### src/rtl/axi_mmu_tagger.sv
// AXI tagger in front of the IOMMU: registers AW/AR, attaches stream/substream IDs, bounds
// outstanding traffic per direction and lets the identity change only once the pipe is drained.

// Minimal stand-in for the SoC AXI package so the block elaborates on its own.
package ariane_axi_soc;

  typedef struct packed {
    logic [3:0]  id;
    logic [63:0] addr;
    logic [7:0]  len;
    logic [2:0]  size;
    logic [1:0]  burst;
    logic        lock;
    logic [3:0]  cache;
    logic [2:0]  prot;
    logic [3:0]  qos;
    logic [3:0]  region;
    logic [5:0]  atop;
    logic        user;
  } aw_chan_t;

  typedef struct packed {
    logic [3:0]  id;
    logic [63:0] addr;
    logic [7:0]  len;
    logic [2:0]  size;
    logic [1:0]  burst;
    logic        lock;
    logic [3:0]  cache;
    logic [2:0]  prot;
    logic [3:0]  qos;
    logic [3:0]  region;
    logic [5:0]  atop;
    logic        user;
    logic [23:0] stream_id;
    logic        ss_id_valid;
    logic [19:0] substream_id;
  } aw_chan_mmu_t;

  typedef struct packed {
    logic [3:0]  id;
    logic [63:0] addr;
    logic [7:0]  len;
    logic [2:0]  size;
    logic [1:0]  burst;
    logic        lock;
    logic [3:0]  cache;
    logic [2:0]  prot;
    logic [3:0]  qos;
    logic [3:0]  region;
    logic        user;
  } ar_chan_t;

  typedef struct packed {
    logic [3:0]  id;
    logic [63:0] addr;
    logic [7:0]  len;
    logic [2:0]  size;
    logic [1:0]  burst;
    logic        lock;
    logic [3:0]  cache;
    logic [2:0]  prot;
    logic [3:0]  qos;
    logic [3:0]  region;
    logic        user;
    logic [23:0] stream_id;
    logic        ss_id_valid;
    logic [19:0] substream_id;
  } ar_chan_mmu_t;

  typedef struct packed {
    logic [63:0] data;
    logic [7:0]  strb;
    logic        last;
    logic        user;
  } w_chan_t;

  typedef struct packed {
    logic [3:0] id;
    logic [1:0] resp;
    logic       user;
  } b_chan_t;

  typedef struct packed {
    logic [3:0]  id;
    logic [63:0] data;
    logic [1:0]  resp;
    logic        last;
    logic        user;
  } r_chan_t;

  typedef struct packed {
    aw_chan_t aw;
    logic     aw_valid;
    w_chan_t  w;
    logic     w_valid;
    logic     b_ready;
    ar_chan_t ar;
    logic     ar_valid;
    logic     r_ready;
  } req_t;

  typedef struct packed {
    aw_chan_mmu_t aw;
    logic         aw_valid;
    w_chan_t      w;
    logic         w_valid;
    logic         b_ready;
    ar_chan_mmu_t ar;
    logic         ar_valid;
    logic         r_ready;
  } req_mmu_t;

  typedef struct packed {
    logic    aw_ready;
    logic    ar_ready;
    logic    w_ready;
    logic    b_valid;
    b_chan_t b;
    logic    r_valid;
    r_chan_t r;
  } resp_t;

endpackage

module axi_mmu_tagger #(
  parameter int unsigned MaxTxns        = 8,
  parameter int unsigned DeviceIdWidth  = 24,
  parameter int unsigned ProcessIdWidth = 20,
  parameter type         slv_req_t      = ariane_axi_soc::req_t,
  parameter type         mst_req_t      = ariane_axi_soc::req_mmu_t,
  parameter type         rsp_t          = ariane_axi_soc::resp_t
) (
  input  logic                             clk_i,
  input  logic                             rst_i,
  input  slv_req_t                         slv_req_i,
  output rsp_t                             slv_rsp_o,
  output mst_req_t                         mst_req_o,
  input  rsp_t                             mst_rsp_i,
  input  logic [DeviceIdWidth-1:0]         cfg_did_i,
  input  logic                             cfg_pv_i,
  input  logic [ProcessIdWidth-1:0]        cfg_pid_i,
  input  logic                             cfg_update_i,
  output logic                             cfg_busy_o,
  output logic [$clog2(MaxTxns+1)-1:0]     wr_cnt_o,
  output logic [$clog2(MaxTxns+1)-1:0]     rd_cnt_o
);

  localparam int unsigned CntW = $clog2(MaxTxns + 1);
  localparam logic [CntW-1:0] MaxCnt = CntW'(MaxTxns);

  typedef enum logic [1:0] {StIdle, StDrain, StApply} state_e;

  state_e                    state_q, state_d;
  logic [DeviceIdWidth-1:0]  act_did_q, act_did_d, pend_did_q, pend_did_d;
  logic                      act_pv_q, act_pv_d, pend_pv_q, pend_pv_d;
  logic [ProcessIdWidth-1:0] act_pid_q, act_pid_d, pend_pid_q, pend_pid_d;
  logic [CntW-1:0]           wr_cnt_q, wr_cnt_d, rd_cnt_q, rd_cnt_d;
  // Only the aw/ar halves of this register are real state; the rest is tied to zero.
  mst_req_t                  stg_q, stg_d;

  logic aw_rdy, ar_rdy, aw_hs, ar_hs, b_hs, rl_hs, drained, busy;

  always_comb begin
    aw_rdy  = (state_q == StIdle) && (wr_cnt_q != MaxCnt) &&
              (!stg_q.aw_valid || mst_rsp_i.aw_ready);
    ar_rdy  = (state_q == StIdle) && (rd_cnt_q != MaxCnt) &&
              (!stg_q.ar_valid || mst_rsp_i.ar_ready);
    aw_hs   = slv_req_i.aw_valid && aw_rdy;
    ar_hs   = slv_req_i.ar_valid && ar_rdy;
    b_hs    = mst_rsp_i.b_valid && slv_req_i.b_ready;
    rl_hs   = mst_rsp_i.r_valid && slv_req_i.r_ready && mst_rsp_i.r.last;
    drained = (wr_cnt_q == '0) && (rd_cnt_q == '0) && !stg_q.aw_valid && !stg_q.ar_valid;
  end

  always_comb begin
    stg_d         = stg_q;
    stg_d.w       = '0;
    stg_d.w_valid = 1'b0;
    stg_d.b_ready = 1'b0;
    stg_d.r_ready = 1'b0;
    if (stg_q.aw_valid && mst_rsp_i.aw_ready) stg_d.aw_valid = 1'b0;
    if (stg_q.ar_valid && mst_rsp_i.ar_ready) stg_d.ar_valid = 1'b0;
    if (aw_hs) begin
      stg_d.aw_valid        = 1'b1;
      stg_d.aw.id           = slv_req_i.aw.id;
      stg_d.aw.addr         = slv_req_i.aw.addr;
      stg_d.aw.len          = slv_req_i.aw.len;
      stg_d.aw.size         = slv_req_i.aw.size;
      stg_d.aw.burst        = slv_req_i.aw.burst;
      stg_d.aw.lock         = slv_req_i.aw.lock;
      stg_d.aw.cache        = slv_req_i.aw.cache;
      stg_d.aw.prot         = slv_req_i.aw.prot;
      stg_d.aw.qos          = slv_req_i.aw.qos;
      stg_d.aw.region       = slv_req_i.aw.region;
      stg_d.aw.atop         = slv_req_i.aw.atop;
      stg_d.aw.user         = slv_req_i.aw.user;
      stg_d.aw.stream_id    = act_did_q;
      stg_d.aw.ss_id_valid  = act_pv_q;
      stg_d.aw.substream_id = act_pv_q ? act_pid_q : '0;
    end
    if (ar_hs) begin
      stg_d.ar_valid        = 1'b1;
      stg_d.ar.id           = slv_req_i.ar.id;
      stg_d.ar.addr         = slv_req_i.ar.addr;
      stg_d.ar.len          = slv_req_i.ar.len;
      stg_d.ar.size         = slv_req_i.ar.size;
      stg_d.ar.burst        = slv_req_i.ar.burst;
      stg_d.ar.lock         = slv_req_i.ar.lock;
      stg_d.ar.cache        = slv_req_i.ar.cache;
      stg_d.ar.prot         = slv_req_i.ar.prot;
      stg_d.ar.qos          = slv_req_i.ar.qos;
      stg_d.ar.region       = slv_req_i.ar.region;
      stg_d.ar.user         = slv_req_i.ar.user;
      stg_d.ar.stream_id    = act_did_q;
      stg_d.ar.ss_id_valid  = act_pv_q;
      stg_d.ar.substream_id = act_pv_q ? act_pid_q : '0;
    end
  end

  // Decrement at zero saturates; the assertion below reports it.
  always_comb begin
    wr_cnt_d = wr_cnt_q;
    rd_cnt_d = rd_cnt_q;
    if (aw_hs && !b_hs) wr_cnt_d = wr_cnt_q + 1'b1;
    else if (!aw_hs && b_hs && (wr_cnt_q != '0)) wr_cnt_d = wr_cnt_q - 1'b1;
    if (ar_hs && !rl_hs) rd_cnt_d = rd_cnt_q + 1'b1;
    else if (!ar_hs && rl_hs && (rd_cnt_q != '0)) rd_cnt_d = rd_cnt_q - 1'b1;
  end

  always_comb begin
    state_d    = state_q;
    act_did_d  = act_did_q;
    act_pv_d   = act_pv_q;
    act_pid_d  = act_pid_q;
    pend_did_d = pend_did_q;
    pend_pv_d  = pend_pv_q;
    pend_pid_d = pend_pid_q;
    busy       = 1'b0;
    if (cfg_update_i) begin
      pend_did_d = cfg_did_i;
      pend_pv_d  = cfg_pv_i;
      pend_pid_d = cfg_pid_i;
    end
    case (state_q)
      StIdle: begin
        if (cfg_update_i) state_d = StDrain;
      end
      StDrain: begin
        busy = 1'b1;
        if (drained) state_d = StApply;
      end
      StApply: begin
        busy      = 1'b1;
        act_did_d = pend_did_q;
        act_pv_d  = pend_pv_q;
        act_pid_d = pend_pid_q;
        state_d   = cfg_update_i ? StDrain : StIdle;
      end
      default: state_d = StIdle;
    endcase
  end

  always_ff @(posedge clk_i) begin
    if (rst_i) begin
      state_q    <= StIdle;
      act_did_q  <= '0;
      act_pv_q   <= 1'b0;
      act_pid_q  <= '0;
      pend_did_q <= '0;
      pend_pv_q  <= 1'b0;
      pend_pid_q <= '0;
      wr_cnt_q   <= '0;
      rd_cnt_q   <= '0;
      stg_q      <= '0;
    end else begin
      state_q    <= state_d;
      act_did_q  <= act_did_d;
      act_pv_q   <= act_pv_d;
      act_pid_q  <= act_pid_d;
      pend_did_q <= pend_did_d;
      pend_pv_q  <= pend_pv_d;
      pend_pid_q <= pend_pid_d;
      wr_cnt_q   <= wr_cnt_d;
      rd_cnt_q   <= rd_cnt_d;
      stg_q      <= stg_d;
    end
  end

  always_comb begin
    mst_req_o          = stg_q;
    mst_req_o.w        = slv_req_i.w;
    mst_req_o.w_valid  = slv_req_i.w_valid;
    mst_req_o.b_ready  = slv_req_i.b_ready;
    mst_req_o.r_ready  = slv_req_i.r_ready;
    slv_rsp_o          = mst_rsp_i;
    slv_rsp_o.aw_ready = aw_rdy;
    slv_rsp_o.ar_ready = ar_rdy;
    cfg_busy_o         = busy;
    wr_cnt_o           = wr_cnt_q;
    rd_cnt_o           = rd_cnt_q;
  end

`ifndef SYNTHESIS
  a_no_b_underflow: assert property (@(posedge clk_i) disable iff (rst_i)
    !(b_hs && (wr_cnt_q == '0))) else $error("B response with no write outstanding");
  a_no_r_underflow: assert property (@(posedge clk_i) disable iff (rst_i)
    !(rl_hs && (rd_cnt_q == '0))) else $error("last R beat with no read outstanding");
`endif

endmodule

### config.mk
export PLATFORM = sky130hd
export DESIGN_NAME = axi_mmu_tagger
export DESIGN_NICKNAME = d
export VERILOG_FILES = /design/src/rtl/axi_mmu_tagger.sv
export SDC_FILE = /design/constraint.sdc
export NUM_CORES = 1
export LEC_CHECK = 0
export ABC_AREA = 1
export CAP_MARGIN = 0
export CORE_AREA = 2 2 344 346
export DETAILED_ROUTE_END_ITERATION = 10
export DIE_AREA = 0 0 346 348
export PLACE_DENSITY_LB_ADDON = 0.25
export SYNTH_ARGS = -nofsm -noshare
export SYNTH_HDL_FRONTEND = slang
export SYNTH_SLANG_ARGS = --single-unit
### constraint.sdc
create_clock -name clk_i -period 3.73 [get_ports clk_i]
set_input_delay 0.373 -clock clk_i [delete_from_list [all_inputs] [get_ports clk_i]]
set_output_delay 0.373 -clock clk_i [all_outputs]
set_load 0.02 [all_outputs]
Word level (Yosys, flattened, before mapping)
Index checks and enable logic that the tools add are counted.

Input port bits: 413. Word-level logic and storage cells: 103. Bits in registers: 394. Output and inout bits: 464.

$add $sub $neg: 4. Eq/ne operators: 6. Muxes and demuxes: 14. Reduce and logical (&&, ||, !) cells: 39.

Operators with widths (number): 1-bit logical AND (20); 20-bit two-way mux (1); 4-bit two-way mux (4); 4-bit by 1-bit adder with 4-bit output, second input constant (2); 4-bit zero test (2); 4-bit inequality test, second input constant (2); 2-bit nonzero test (4); 4-bit nonzero test (2); 4-bit by 1-bit subtractor with 4-bit output, second input constant (2); 1-bit zero test (6); 1-bit two-way mux (6); 2-bit case mux with 3 select lines (1); 2-bit two-way mux (2); 2-bit inequality test, second input constant (2); 2-bit by 1-bit == test with 1-bit output, second input constant (1); 2-bit == test, second input constant (1); 2-bit zero test (1); 1-bit logical OR (2); 2-bit AND reduction (1); 2-bit OR reduction (1).

Logic depth before layout (Yosys ltp)
Gate-level depths: netlist of run 1.

Depth after elaboration: 9. Depth in mapped cells: 14. Mapped depth without buffers: 14.

Worst setup path before layout of run 1
Ideal clock, no wire load.

Path type: register -> register. Start point: reg state_q[0]. End point: reg rd_cnt_q[3] (netlist: rd_cnt_o[3]). Cell stages (with the launch flop): 14. Period minus slack after synthesis: 1917 ps. Path slack: 1813 ps. Path buffers: 0. Library setup time: 115 ps. Arrival time: 1801 ps. Data required time: 3615 ps. Path through: dfxtp_1 inv_1 ha_1 inv_2 a21oi_2 nand4_1 ha_1 a21o_1 nand2_1 nand2_1 inv_1 nand2_1 a21oi_1 nor2_1.

Longest elaborated chain between the ends: 8. Elaborated cells on any way between the ends: 10.

RTL lines: start: declaration (RTL line 154) `state_e state_q, state_d;`; start signal: assignment (RTL line 266) `state_q <= StIdle;`; start signal: assignment (RTL line 277) `state_q <= state_d;`; 2-bit zero test * (RTL line 167) `ar_rdy = (state_q == StIdle) && (rd_cnt_q != MaxCnt) &&`; 1-bit logical AND * (2 in series) (RTL line 167); 1-bit logical AND * (RTL line 170) `ar_hs = slv_req_i.ar_valid && ar_rdy;`; 1-bit zero test (RTL line 228) `else if (!ar_hs && rl_hs && (rd_cnt_q != '0)) rd_cnt_d = rd_cnt_q - 1'b1;`; 1-bit logical AND (2 in series) (RTL line 228); 2-bit nonzero test (no line); end signal: assignment (RTL line 285) `rd_cnt_q <= rd_cnt_d;`; end: declaration (RTL line 158) `logic [CntW-1:0] wr_cnt_q, wr_cnt_d, rd_cnt_q, rd_cnt_d;`.

Mark *: on every way between the ends. The rest lies on a longest branch, timed or not. A chain may end at the register's enable or synchronous reset.

==> flow_summary.yaml, run 1 <==
synth:
  synth_top_area_share_pct: 49.4
  synth_edf_count: 0
  netlist_area_um2: 16000
  synth_compound_area_share_pct: 12.9
  ys_types: 26
  synth_top_family_by_area: "simple AND/OR/NAND/NOR gates"
  yosysSeqAreaShare_pct: 49.4
  yosys-top-cells-count: "dfxtp_1, nand2_1, a21oi_1"
  synth_xor_area_share_pct: 0.110
  synthAdderAreaFrac_pct: 0.957
  yosysMostFrequentCell: "dfxtp_1"
  synth-seq-cells: 394
  ys_warn_count: 0
  synth_simple_gate_area_share_pct: 22.9
  yosys-mux-area-fraction_pct: 0
  async_flop_share_pct: 0
  syn_inst: 2012
  synth_top_cell_by_area: "dfxtp_1"
  synth_flop_cell: "dfxtp_1"
  syn_area_per_cell_um2: 7.93
  syn_nets: 2436
  yosys-top-cells-area: "dfxtp_1, a21oi_1, nand3_1"
clock_tree:
  cts.clk_slew.worst_paths_ns: 0.06
  htree_num_levels: 2
  cts.sinks: 394
  cts_resized: 0
  insertion_delay_ns: 0.62
  cts-root-buf: "clkbuf_16"
  cts_setup_buffers: 0
  cts_hold_buffers: 0
  clock_tree.buffer_depth: 3
  numCtsBuffers: 51
  cts_tree: "yes"
worst_setup_path:
  crit_arrival_ns: 2.61
  critPathMaxFanout: 5
  cp.required_ns: 3.36
  crit_path_start_kind: "flip-flop"
  critPathKind: "flip-flop to output pin"
  crit_path_end_kind: "output pin"
grt:
  grt_use_total_pct: 12.2
  grt_pass1_wl_mm: 109
  grt_start_max_net_pins: 146
  overflow: 0
  grt_pass1_vias: 14400
  antenna_found_initial: 10
drt:
  drtAntennaViolNets: 0
  drtIter0Drc: 796
  drtPass1Iterations: 5
  drc: 0
  wl_per_cell_um: 19.6
  wl_mm: 76.6
  viasPerCell: 3.77
  vias: 14800
placed_design:
  hpwlAfterDp_mm: 53.1
  port_buffers: 568
  post-place-cells: 3820
  routabilityCongestion: 0.747
sta:
  relSlewSlack_pct: 41.9
  final.setup.tns_ns: 0
  worst_slew_pin_slew_ns: 0.872
  rsz0062_at_grt: "false"
  timing.hold.ws_ns: 0.219
  hold_viol: 0
  maxSlewViolCount: 0
  post-route-period-util_pct: 79.9
  fin_crit_ns: 2.98
  fmax_mhz: 336
  setup_viol: 0
  clock_skew_ns: 0.0256
power:
  power_density_nw_per_um2: 683
  leakagePower_uw: 0.00832
  ir_drop_mv: 0.464
layout:
  layout-drive-gt1-share_pct: 6.23
  nNetsFinal: 2761
  syn_to_final_growth_pct: 47.3
  fin_cells: 3916
  n_fill_cell: 13100
status:
  outcome: "finished, final reports clean"
die:
  pin_count: 877
  die-area_um2: 120000
  fp.dieH_um: 348
  start_util_pct: 13.6
  die_w_um: 346
  rows: 126
  core-area_um2: 117000
flow_run:
  maxCapViolCount: 0
min_path:
  worstHoldPathType: "input pin to flip-flop"
-- cells in the final DEF, fill, tap and decap left out, types with 13 or more instances in the layout --
master	Yosys	layout
a21oi_1	291	291
buf_4	165	18
clkbuf_1	71	13
clkbuf_16	0	51
clkdlybuf4s50_1	0	564
dfxtp_1	394	393
inv_1	35	34
nand2_1	341	341
nand3_1	282	282
nand3_2	18	16
nor2_1	199	199
o21ai_0	92	92
-- registers in the layout (all words and copies together), names as in the netlist --
| name | count |
|---|---|
| mst_req_o | 294 |
| act_did_q | 24 |
| pend_did_q | 24 |
| act_pid_q | 20 |
| pend_pid_q | 20 |
| rd_cnt_o | 4 |
| wr_cnt_o | 4 |
| state_q | 2 |
| act_pv_q | 1 |
| pend_pv_q | 1 |
-- cell families after synthesis --
kind of cell / after synthesis
compound gates: 400
xor+xnor: 2
fa+ha+maj: 11
buf+inv: 359
flops: 394
simple gates: 846
-- through the flow --
step | total power [uW] | worst slack, ns | util, % | cell area (um2)
floorplan | 9110 | 1.81 | - | 16000
global placement | 11300 | 1.08 | 18.7 | 21800
detailed placement | 11300 | 1.08 | 18.7 | 21800
CTS | 16500 | 0.564 | 20.1 | 23500
global route | 17100 | 0.566 | 20.1 | 23500
finish | 16100 | 0.750 | 20.1 | 23500
-- worst max-delay path: stages (launching register included) --
cell and delay [ns]:
dfxtp_1 0.35, inv_1 0.10, ha_1 0.19, inv_2 0.09
a21oi_2 0.26, and2_4 0.26, clkdlybuf4s50_1 0.74
-- area by class of cell --
class                      instances  area (um2)  area share, %
inverter                          38         144          0.612
tap                             1536        1920           8.18
clock inverter                    16         184          0.783
antenna                            4        10.0         0.0426
multi-input combinational       1259        5900           25.1
sequential                       394        7890           33.6
clock buffer                      76        1490           6.34
timing repair buffer             593        5960           25.4
-- per-layer routing --
| metal | up-vias | global-route usage [%] | wire length (um) |
|---|---|---|---|
| met1 | 6917 | 15.2 | 33400 |
| met3 | 148 | 4.78 | 6370 |
| met2 | 523 | 18.5 | 33400 |
| met4 | 14 | 5.16 | 3200 |
| li1 | 7156 | - | - |
| met5 | - | 0.520 | 157 |
-- path summary, 6_finish.rpt --
path	from	end	slack [ns]	cells after the start
worst min-delay path	slv_req_i[1]	mst_req_o[102]$_SDFFE_PP0P_	0.22	3
worst min register to register	mst_req_o[225]$_SDFFE_PP0P_	mst_req_o[225]$_SDFFE_PP0P_	0.46	2
worst max register to register	state_q[0]$_SDFFE_PP0P_	rd_cnt_o[1]$_SDFFE_PP0P_	1.38	11
worst max-delay path	state_q[0]$_SDFFE_PP0P_	slv_rsp_o[82]	0.75	6
-- report_power, final --
part,total [uW],internal (uW),switching (uW)
clock,5010,2970,2050
sequential,5350,4890,463
combinational,5690,2030,3660
(Power assumes the default switching activity.)
==> inputs of run 2 (changes only) <==
--- a/config.mk
+++ b/config.mk
@@ -7,9 +7,9 @@
 export LEC_CHECK = 0
 export ABC_AREA = 1
 export CAP_MARGIN = 0
-export CORE_AREA = 2 2 344 346
+export CORE_AREA = 2 2 346 348
 export DETAILED_ROUTE_END_ITERATION = 10
-export DIE_AREA = 0 0 346 348
+export DIE_AREA = 0 0 348 350
 export PLACE_DENSITY_LB_ADDON = 0.25
 export SYNTH_ARGS = -nofsm -noshare
 export SYNTH_HDL_FRONTEND = slang
==> constraint.sdc (replaced) <==
create_clock -name clk_i -period 2.4 [get_ports clk_i]
set_input_delay 0.24 -clock clk_i [delete_from_list [all_inputs] [get_ports clk_i]]
set_output_delay 0.24 -clock clk_i [all_outputs]
set_load 0.02 [all_outputs]
==> run 2 against run 1 <==
- critical path depth rose by 2
- design area rose by 2.9%
- global-route usage fell by 0.35 points
- critical endpoint unchanged
- highest routed layer unchanged
==> flow_summary.yaml, run 2 (same netlist as run 1, synthesis figures left out) <==
clock_tree:
  clock_tree.buffer_depth: 3
  cts-root-buf: "clkbuf_16"
  cts.clk_slew.worst_paths_ns: 0.06
  cts.sinks: 394
  insertion_delay_ns: 0.61
  htree_num_levels: 2
  cts_tree: "yes"
  numCtsBuffers: 51
power:
  sw_frac_of_total_pct: 37.3
  clkPwrFrac_pct: 29.9
  intPower_uw: 16600
  switchingPower_uw: 9860
  leakagePower_uw: 0.00867
  power_density_nw_per_um2: 1090
  pwr-share-comb_pct: 38.8
  p_seq_share_pct: 31.3
  ir_drop_mv: 1.06
layout:
  nNetsFinal: 2805
  largest_reg_flops: 294
  final_common_cell: "clkdlybuf4s50_1"
  layout-drive-gt1-share_pct: 7.98
  final_cell_mix: "clkdlybuf4s50_1, dfxtp_1, nand2_1, a21oi_1, nand3_1"
  syn_to_final_growth_pct: 51.6
grt:
  overflow: 0
  antenna_found_initial: 12
  grt_pass1_vias: 14600
  grt_start_max_net_pins: 135
  grt_use_total_pct: 11.8
  grt_pass1_wl_mm: 107
worst_setup_path:
  critPathKind: "flip-flop to output pin"
  crit_path_end_kind: "output pin"
  cpPeakStageDelay_ns: 0.37
  crit_chain: "inv_1 > ha_4 > inv_4 > a21oi_4 > buf_4 > and2_4 > buf_16 > buf_12"
  crit_slowest_cell: "dfxtp_1"
  crit_arrival_ns: 2.04
  crit_path_start_kind: "flip-flop"
  crit_family: "buffers and inverters"
  crit_buf_inv: 5
  cp.required_ns: 2.16
  critPathMaxFanout: 10
die:
  rows: 126
  fp.dieH_um: 350
  die_w_um: 348
  start_util_pct: 13.5
  core-area_um2: 118000
  pin_count: 877
  die-area_um2: 122000
flow_run:
  maxCapViolCount: 0
drt:
  drtPass1Iterations: 5
  vias: 14800
  wl_mm: 75.7
  viasPerCell: 3.74
  wl_per_cell_um: 19.1
  drtIter0Drc: 951
  drc: 0
  drtAntennaViolNets: 0
min_path:
  worstHoldPathType: "input pin to flip-flop"
placed_design:
  dp_slack_ns: 0.133
  hpwlAfterDp_mm: 53.4
  port_buffers: 568
  routabilityCongestion: 0.762
sta:
  fin_crit_ns: 2.28
  relSlewSlack_pct: 30.4
  final.setup.tns_ns: 0
  setup_viol: 0
  hold_viol: 0
  clock_skew_ns: 0.0334
  rsz0062_at_grt: "false"
  maxSlewViolCount: 0
  fmax_mhz: 438
  worst_slew_pin_slew_ns: 1.04
  post-route-period-util_pct: 95.2
  fin_ws_ns: 0.116
status:
  outcome: "finished, final reports clean"
run 2: routing by layer:
metal | track usage [%] | vias up | wire (um)
li1 | - | 7227 | -
met1 | 14.6 | 6883 | 32800
met2 | 18.2 | 532 | 33600
met3 | 4.81 | 137 | 6500
met4 | 4.61 | 18 | 2570
met5 | 0.863 | - | 221
run 2: power by group through the flow:
stage | logic [uW] | registers [uW] | clock network, uW
floorplan | 4910 | 9250 | 0
global placement | 9980 | 8420 | 0
detailed placement | 9950 | 8420 | 0
CTS | 10500 | 8290 | 8250
global route | 11100 | 8420 | 8480
finish | 10200 | 8280 | 7910
run 2: tightest hold or removal path, cell delays in order:
cell and delay, ns:
buf_6 0.11, buf_12 0.19, nand3_1 0.12, a21oi_1 0.05
run 2: area by class of cell:
class                           count  area [um2]
Antenna cell                        5        12.5
Clock inverter                     15         213
Fill cell                       13100       93600
Timing Repair Buffer              637        6610
Sequential cell                   394        7890
Tap cell                         1536        1920
Clock buffer                       75        1490
Inverter                           38         146
Multi-Input combinational cell   1259        5920
run 2: timing repair:
action	CTS	global route
setup endpoints to repair	2	7
hold buffers	1	0
resized for setup	7	1
gates cloned	2	0
setup buffers	4	0
endpoints found under the hold margin	10	0
run 2: stage by stage:
| stage | util [%] | cell area (um2) | hold WS (ns) | total power (uW) | std cells |
|---|---|---|---|---|---|
| after detailed placement | 19.0 | 22300 | 0.453 | 18400 | 3857 |
| after CTS | 20.5 | 24200 | 0.130 | 27100 | 3954 |
| after global routing | 20.5 | 24200 | 0.156 | 28000 | 3957 |
| final | 20.5 | 24200 | 0.181 | 26400 | 3959 |
| after floorplan | - | 16000 | 0.375 | 14200 | 2012 |
| after global placement | 19.0 | 22300 | 0.450 | 18400 | 3857 |
run 2: path summary, 6_finish.rpt:
kind / from / endpoint / slack [ns] / cells after the start
max reg2reg: state_q[1]$_SDFFE_PP0P_ / mst_req_o[254]$_SDFFE_PP0P_ / 0.24 / 10
min: slv_req_i[1] / mst_req_o[100]$_SDFFE_PP0P_ / 0.18 / 4
max: state_q[1]$_SDFFE_PP0P_ / slv_rsp_o[82] / 0.12 / 8
min reg2reg: mst_req_o[57]$_SDFFE_PP0P_ / mst_req_o[57]$_SDFFE_PP0P_ / 0.46 / 2
